File: config.mk
export PLATFORM = sky130hd
export DESIGN_NAME = handshake_feeder
export DESIGN_NICKNAME = d
export VERILOG_FILES = /design/src/rtl/handshake_feeder_pkg.sv /design/src/rtl/handshake_feeder_rom.sv /design/src/rtl/handshake_feeder.sv
export SDC_FILE = /design/constraint.sdc
export NUM_CORES = 1
export LEC_CHECK = 0
export CAP_MARGIN = 20
export CORE_MARGIN = 4
export CORE_UTILIZATION = 35
export CTS_CLUSTER_DIAMETER = 50
export DETAILED_ROUTE_END_ITERATION = 16
export DONT_BUFFER_PORTS = 1
export RECOVER_POWER = 25
export SYNTH_ARGS = -nofsm -noshare
export SYNTH_HDL_FRONTEND = slang
export SYNTH_SLANG_ARGS = --single-unit
File: constraint.sdc
create_clock -name clk -period 1.8 [get_ports clk]
set_clock_uncertainty 0.05 [all_clocks]
set_input_delay 0.18 -clock clk [delete_from_list [all_inputs] [get_ports clk]]
set_output_delay 0.18 -clock clk [all_outputs]
set_load 0.01 [all_outputs]
File: src/rtl/handshake_feeder_pkg.sv
// Shared definitions for handshake_feeder: state encoding, widths and sample table.
// Optional feature macro used by this slice: HSF_TIMEOUT_EN.
package handshake_feeder_pkg;

    // Global data size; default width of the samples fed to the processor.
    localparam int HSF_DATA_W  = 8;
    localparam int HSF_TO_W    = 16;
    localparam int HSF_SETUP_W = 4;

    typedef enum logic [2:0] {
        IDLE,
        SETUP,
        PRESENT,
        WAIT_ACK,
        FINISH,
        ERROR
    } hsf_state_t;

    // Sample table; mirrors the contents of feeder_samples.hex.
    localparam logic [7:0] HSF_SAMPLES [16] = '{
        8'h05, 8'h03, 8'h7F, 8'h80, 8'h11, 8'h22, 8'h33, 8'h44,
        8'h55, 8'h66, 8'h77, 8'h88, 8'h99, 8'hAA, 8'hBB, 8'hCC
    };

endpackage

File: src/rtl/handshake_feeder_rom.sv
// feeder_rom: combinational sample lookup, index k -> DATA_W sample value.
// Contents follow feeder_samples.hex (held in the shared package table).
module feeder_rom
    import handshake_feeder_pkg::*;
#(
    parameter int DATA_W    = HSF_DATA_W,
    parameter int N_SAMPLES = 4,
    parameter int K_W       = $clog2(N_SAMPLES)
) (
    input  logic [K_W-1:0]    k,
    output logic [DATA_W-1:0] sample
);

    logic [DATA_W-1:0] rom [N_SAMPLES];

    genvar gi;
    generate
        for (gi = 0; gi < N_SAMPLES; gi++) begin : g_rom
            assign rom[gi] = DATA_W'(HSF_SAMPLES[gi]);
        end
    endgenerate

    assign sample = rom[k];

endmodule

File: src/rtl/handshake_feeder.sv
// handshake_feeder: presents N_SAMPLES values to a processor load, toggling the
// handshake level per sample and waiting for ld_ack. Optional timeout: HSF_TIMEOUT_EN.
module handshake_feeder
    import handshake_feeder_pkg::*;
#(
    parameter int DATA_W      = HSF_DATA_W,
    parameter int N_SAMPLES   = 4,
    parameter int SETUP_CYC   = 2,
    parameter int TIMEOUT_CYC = 1023
) (
    input  logic              clk,
    input  logic              reset,
    input  logic              start,
    input  logic              ld_ack,
    output logic              handshake_switch,
    output logic [DATA_W-1:0] data_out,
    output logic              busy,
    output logic              done,
    output logic              err
);

    localparam int                     K_W        = $clog2(N_SAMPLES);
    localparam logic [K_W-1:0]         K_LAST     = K_W'(N_SAMPLES - 1);
    localparam logic [HSF_SETUP_W-1:0] SETUP_LAST = HSF_SETUP_W'(SETUP_CYC - 1);

    hsf_state_t             state_reg, state_next;
    logic [K_W-1:0]         k_reg, k_next;
    logic [HSF_SETUP_W-1:0] setup_cnt_reg, setup_cnt_next;
    logic                   switch_reg, switch_next;
    logic [DATA_W-1:0]      sample;

`ifdef HSF_TIMEOUT_EN
    localparam logic [HSF_TO_W-1:0] TO_LAST = HSF_TO_W'(TIMEOUT_CYC - 1);

    logic [HSF_TO_W-1:0] to_cnt_reg, to_cnt_next;
    logic                err_reg, err_next;
`endif

    feeder_rom #(
        .DATA_W    (DATA_W),
        .N_SAMPLES (N_SAMPLES),
        .K_W       (K_W)
    ) u_rom (
        .k      (k_reg),
        .sample (sample)
    );

    always_ff @(posedge clk or posedge reset) begin
        if (reset) begin
            state_reg     <= IDLE;
            k_reg         <= '0;
            setup_cnt_reg <= '0;
            switch_reg    <= 1'b1;
`ifdef HSF_TIMEOUT_EN
            to_cnt_reg    <= '0;
            err_reg       <= 1'b0;
`endif
        end else begin
            state_reg     <= state_next;
            k_reg         <= k_next;
            setup_cnt_reg <= setup_cnt_next;
            switch_reg    <= switch_next;
`ifdef HSF_TIMEOUT_EN
            to_cnt_reg    <= to_cnt_next;
            err_reg       <= err_next;
`endif
        end
    end

    // The switch level is registered, so the toggle decided in PRESENT is seen
    // from the first WAIT_ACK cycle and held until the next PRESENT or FINISH.
    always_comb begin
        state_next     = state_reg;
        k_next         = k_reg;
        setup_cnt_next = setup_cnt_reg;
        switch_next    = switch_reg;
`ifdef HSF_TIMEOUT_EN
        to_cnt_next    = to_cnt_reg;
        err_next       = err_reg;
`endif
        case (state_reg)
            IDLE, ERROR: begin
                if (start) begin
                    state_next     = SETUP;
                    k_next         = '0;
                    setup_cnt_next = '0;
`ifdef HSF_TIMEOUT_EN
                    err_next       = 1'b0;
`endif
                end
            end
            SETUP: begin
                if (setup_cnt_reg == SETUP_LAST) begin
                    state_next     = PRESENT;
                    setup_cnt_next = '0;
                end else begin
                    setup_cnt_next = setup_cnt_reg + 1'b1;
                end
            end
            PRESENT: begin
                switch_next = k_reg[0];
                state_next  = WAIT_ACK;
`ifdef HSF_TIMEOUT_EN
                to_cnt_next = '0;
`endif
            end
            WAIT_ACK: begin
                // Acknowledge wins over an expiring timer in the same cycle.
                if (ld_ack) begin
                    if (k_reg == K_LAST) begin
                        state_next = FINISH;
                    end else begin
                        k_next     = k_reg + 1'b1;
                        state_next = SETUP;
                    end
                end
`ifdef HSF_TIMEOUT_EN
                else if (to_cnt_reg == TO_LAST) begin
                    state_next = ERROR;
                    err_next   = 1'b1;
                end else begin
                    to_cnt_next = to_cnt_reg + 1'b1;
                end
`endif
            end
            FINISH: begin
                switch_next = 1'b1;
                state_next  = IDLE;
            end
            default: begin
                state_next = IDLE;
            end
        endcase
    end

    assign handshake_switch = switch_reg;
    assign busy             = state_reg inside {SETUP, PRESENT, WAIT_ACK, FINISH};
    assign done             = (state_reg == FINISH);
    assign data_out         = (state_reg inside {SETUP, PRESENT, WAIT_ACK}) ? sample : '0;

`ifdef HSF_TIMEOUT_EN
    assign err = err_reg;
`else
    assign err = 1'b0;
`endif

endmodule

# Word-level counts from Yosys, hierarchy flattened
# Cells that the tools add are included.
# W data, S select, Z words.
dict set report op_classes {
  add_sub_neg 2
  order_cmp 1
  eq_ne 11
  n_mux 17
  bitwise_logic 1
  reduce_logical 10
}
# op count
set ops {}
lappend ops {{$mux W8} 3}
lappend ops {{$bmux W8 S2} 1}
lappend ops {{$mux W3} 4}
lappend ops {{$pmux W3 S4} 1}
lappend ops {{$mux W4} 2}
lappend ops {{$ne A2 B2 Y1 const B} 4}
lappend ops {{$pmux W4 S2} 1}
lappend ops {{$eq A3 B2 Y1 const B} 2}
lappend ops {{$eq A3 B3 Y1 const B} 2}
lappend ops {{$mux W2} 3}
lappend ops {{$reduce_bool A2 Y1} 3}
lappend ops {{$add A4 B1 Y4 const B} 1}
lappend ops {{$eq A4 B1 Y1 const B} 1}
lappend ops {{$pmux W2 S2} 1}
lappend ops {{$reduce_and A4 Y1} 1}
lappend ops {{$reduce_bool A4 Y1} 1}
lappend ops {{$eq A3 B1 Y1 const B} 1}
lappend ops {{$ge A3 B3 Y1 const B} 1}
lappend ops {{$logic_not A3 Y1} 1}
lappend ops {{$not A2 Y3} 1}
lappend ops {{$reduce_and A3 Y1} 1}
lappend ops {{$reduce_bool A3 Y1} 1}
lappend ops {{$add A2 B1 Y2 const B} 1}
lappend ops {{$eq A2 B2 Y1 const B} 1}
lappend ops {{other kinds (3)} 3}
dict set report totals {
  ff_bits 10
  inputBits 4
  out_inout_bits 12
  word_cells 46
}

# Logic depth before layout (Yosys ltp)
dict set report logic_depth {
  word_depth 5
  ltp_mapped 5
  depth_no_buf 5
}

# Cells and area by module
# A second synthesis with hierarchy kept.
dict set report unflattened {
  cells_unflattened 86
  hier_area_um2 774.5
}
# module n_inst cells_per_inst area_per_inst_um2 seq_area_each_um2
set modules_own_cells {}
lappend modules_own_cells {handshake_feeder 1 75 684.4 251.5}
lappend modules_own_cells {feeder_rom 1 11 90.1 0.0}

# Worst setup path after synthesis
# OpenSTA, ideal clock, no wires.
dict set report synth_path {
  kind {register to register}
  startpoint {register setup_cnt_reg[1]}
  endpoint {register setup_cnt_reg[3]}
  setup_ns 0.124
  arrival_time_ns 1.360
  required_time_ns 1.626
  slack_ns 0.266
  stages_incl_launch_ff 6
  n_path_buf 0
  synth_period_minus_slack_ns 1.534
  cell_sequence {dfrtp_1 -> inv_1 -> ha_1 -> or3b_4 -> nor4b_2 -> a211o_1}
}
dict set report synth_via {
  elab_chain_len 3
  word_cells_on_any_way 4
  cone_classes {add/sub (1); eq/ne (1); mux (2)}
}
# item line
set synth_rtl {}
lappend synth_rtl {{from (decl)} handshake_feeder.sv:28} ;# logic [HSF_SETUP_W-1:0] setup_cnt_reg, setup_cnt_next;
lappend synth_rtl {{from (signal assigned)} handshake_feeder.sv:61} ;# setup_cnt_reg <= setup_cnt_next;
lappend synth_rtl {{$add A4 B1 Y4 or $eq A4 B1 Y1 (tied branches)} {handshake_feeder.sv:97, handshake_feeder.sv:93}}
lappend synth_rtl {{$mux W4 *} handshake_feeder.sv:93} ;# if (setup_cnt_reg == SETUP_LAST) begin
lappend synth_rtl {{$pmux W4 S2 *} handshake_feeder.sv:81} ;# case (state_reg)
# Mark *: on every way between the ends. The rest lies on a longest branch, timed or not.
# A chain may end at the register's enable or synchronous reset.

# Worst setup path in the final report
dict set report layout_path {
  startpoint {register state_reg[1]}
  endpoint {output port data_out[4]}
}
dict set report layout_via {
  elab_chain_len 3
  word_cells_on_any_way 5
  cone_classes {eq/ne (3); mux (1); reduce/logical (1)}
}
# item line
set layout_rtl {}
lappend layout_rtl {{from (decl)} handshake_feeder.sv:26} ;# hsf_state_t state_reg, state_next;
lappend layout_rtl {{from (signal assigned)} handshake_feeder.sv:59} ;# state_reg <= state_next;
lappend layout_rtl {{$eq A3 B1 Y1 or $eq A3 B2 Y1 (tied branches)} handshake_feeder.sv:139} ;# assign data_out = (state_reg inside {SETUP, PRESENT, WAIT_ACK}) ? sample : '0;
lappend layout_rtl {{$reduce_bool A3 Y1 *} handshake_feeder.sv:139}
lappend layout_rtl {{$mux W8 *} handshake_feeder.sv:139}
lappend layout_rtl {{to (decl)} handshake_feeder.sv:16} ;# output logic [DATA_W-1:0] data_out,
# Marked as above.

==> out/metrics.cfg <==
[logic_synthesis]
ys.warnings.count=0
synth.most_common_cell=dfrtp_1
netlist_top_cells_count=9 x dfrtp_1, 7 x inv_1, 6 x ha_1
ys_seq_area_share_pct=33.5
avgSynthCellArea_um2=9.27
syn_area_um2=751
syn_inst=81
synth_top_cell_area_share_pct=30.0
synth_flop_cell=dfrtp_1
synth_largest_area_cell=dfrtp_1
synth-seq-cells=10
synthArstFlopShare_pct=100
synthTopCellsByArea=dfrtp_1 30%, ha_1 10%, buf_4 4.0%
synthDistinctLibCells=36
synth-edff-count=0
synth_nets=91

[setup_path]
path_max_fanout=7
required_ps=1570
arrival_ps=1380
path_common_cell=nor2_1
cpPeakStageDelay_ps=450
crit_family=simple AND/OR/NAND/NOR gates
crit_type=register to output pin
cp-start-kind=register
cp-end-kind=output pin
critPathSlowestCell=dfrtp_1
cp.buffers_inverters=0
path_cells=nor2_1 > nor2_1 > and2_2

[place]
place_congestion=0.758
dpl.hpwl_um=1080
port_buffers=0
dp.cells=104
pre_cts_slack_ps=200

[drt]
drt_pass1_iterations=4
wl_um=1350
vias=577
drt_iter0_drc=9
viasPerCell=5.29
postRouteAntennaNets=0
drt-wirelength-per-cell_um=12.4
post-route-drc-count=0

[die]
die_w_um=54.3
dieArea_um2=2950
die_h_um=54.3
core-area_um2=2000
num_io_pins=16
start_util_pct=37.5
row_count=16

[clock_network]
h-tree-depth=1
cts_tree=built
cts_made_buffers=3
root_buffer=clkbuf_4
path_clk_slew_ps=70
post-cts-setup-buffer-count=0
ctsLongestPathBuffers=2
clk_latency_ps=260
cts.sinks=10

[sta]
whs_ps=29.7
final_max_slew_viol_count=0
period_minus_slack_ps=1610
tns_ps=0
rsz0062_at_grt=no
finalHoldViolCount=0
fin_ws_ps=189
post-route-period-util_pct=89.5
setup_viol=0
max_freq_mhz=621

[power_and_ir_drop]
p_total_mw=1.25
p_per_area_nw_per_um2=1560
p_leak_nw=0.356
peakVddDrop_uv=705

[grt]
overflow=0
antenna_found_initial=0
track_usage_pct=11.1
grt_pass1_vias=552
grt_max_degree=11
grt_pass1_wl_um=2370

[cells_and_area]
antennaDiodeCount=0
seqCellArea_um2=251
nets=93
largest_register_ffs=4
multi_input_area_um2=430
fillers=223
area_growth_pct=6.67
finalNonFillerCells=109
drive_gt1_share_pct=15.9

[job]
cap_violations=0

[worst_hold_path]
hp-class=input port to register

[run_status]
status=complete, no violations

## stage by stage
step | area [um2] | util [%]
after detailed placement | 763 | 38.1
after CTS | 800 | 39.9
after global placement | 763 | 38.1
final | 801 | 40.0
after global routing | 801 | 40.0
after floorplan | 751 | -
## final timing paths
check                                       from          endpoint  slack (ps)  cells after the start
worst max-delay path                state_reg[1]       data_out[4]         190                      3
worst min-delay path                      ld_ack      state_reg[2]          30                      2
worst max register to register  setup_cnt_reg[1]  setup_cnt_reg[3]         200                      5
worst min register to register  setup_cnt_reg[2]  setup_cnt_reg[2]         470                      1
max in group asynchronous                  reset  handshake_switch        1100                      2
min in group asynchronous                  reset  setup_cnt_reg[3]         290                      2
## cell type report
| cell class | instances | share of cell area [%] |
|---|---|---|
| timing repair buffer | 4 | 4.06 |
| multi-input combinational | 57 | 53.8 |
| tap | 27 | 4.22 |
| sequential | 10 | 31.4 |
| clock buffer | 4 | 3.28 |
| inverter | 7 | 3.28 |
## report_power, final
group          switching, mW  internal (mW)
clock                 0.0750         0.0856
sequential             0.119          0.317
combinational          0.346          0.304
## routing by layer
metal,global-route usage [%],vias to the layer above,part of all wire [%]
li1,-,282,-
met1,13.7,284,47
met2,17.9,7,49
met3,3.00,4,2.8
met4,4.98,0,1.4
met5,0,-,0
## worst register-to-register path: cells and delay by family, from the launching register on
kind	cells	cell delay, ps
AND/OR/NAND/NOR	2	580
AO/OA/AOI/OAI	1	260
flip-flops	1	390
buffers and inverters	1	80
adder cells (fa/ha/maj)	1	130
## cells by family (layout without fill, tap and decap cells)
logic type,Yosys count,after routing,synth area share (%)
simple gates,28,28,24.5
compound gates,20,20,19.7
buf+inv,14,15,9.33
flops,10,10,33.5
fa+ha+maj,6,6,10.0
other cells,1,1,0.500
xor+xnor,1,1,1.17
mux,1,1,1.33
## layout by cell type, fill, tap and decap left out, drive strengths merged, types with 2 or more instances in the layout
cell	synthesis	layout
dfrtp	9	9
inv	7	7
ha	6	6
nor2	4	4
nand3	4	4
and2	4	4
clkbuf	1	4
o21ai	3	3
a31oi	3	3
nor3	3	3
o21a	3	3
buf	6	3
nor2b	2	2
nand2b	2	2
or3b	2	2
nand3b	2	2
o211ai	2	2
a21boi	2	2
## what timing repair did
action / CTS / global route
endpoints found under the setup margin: 0 / 4
hold buffers: 1 / 0
gates resized for setup: 0 / 1
hold endpoints to repair: 9 / 0
(Power assumes the default switching activity.)
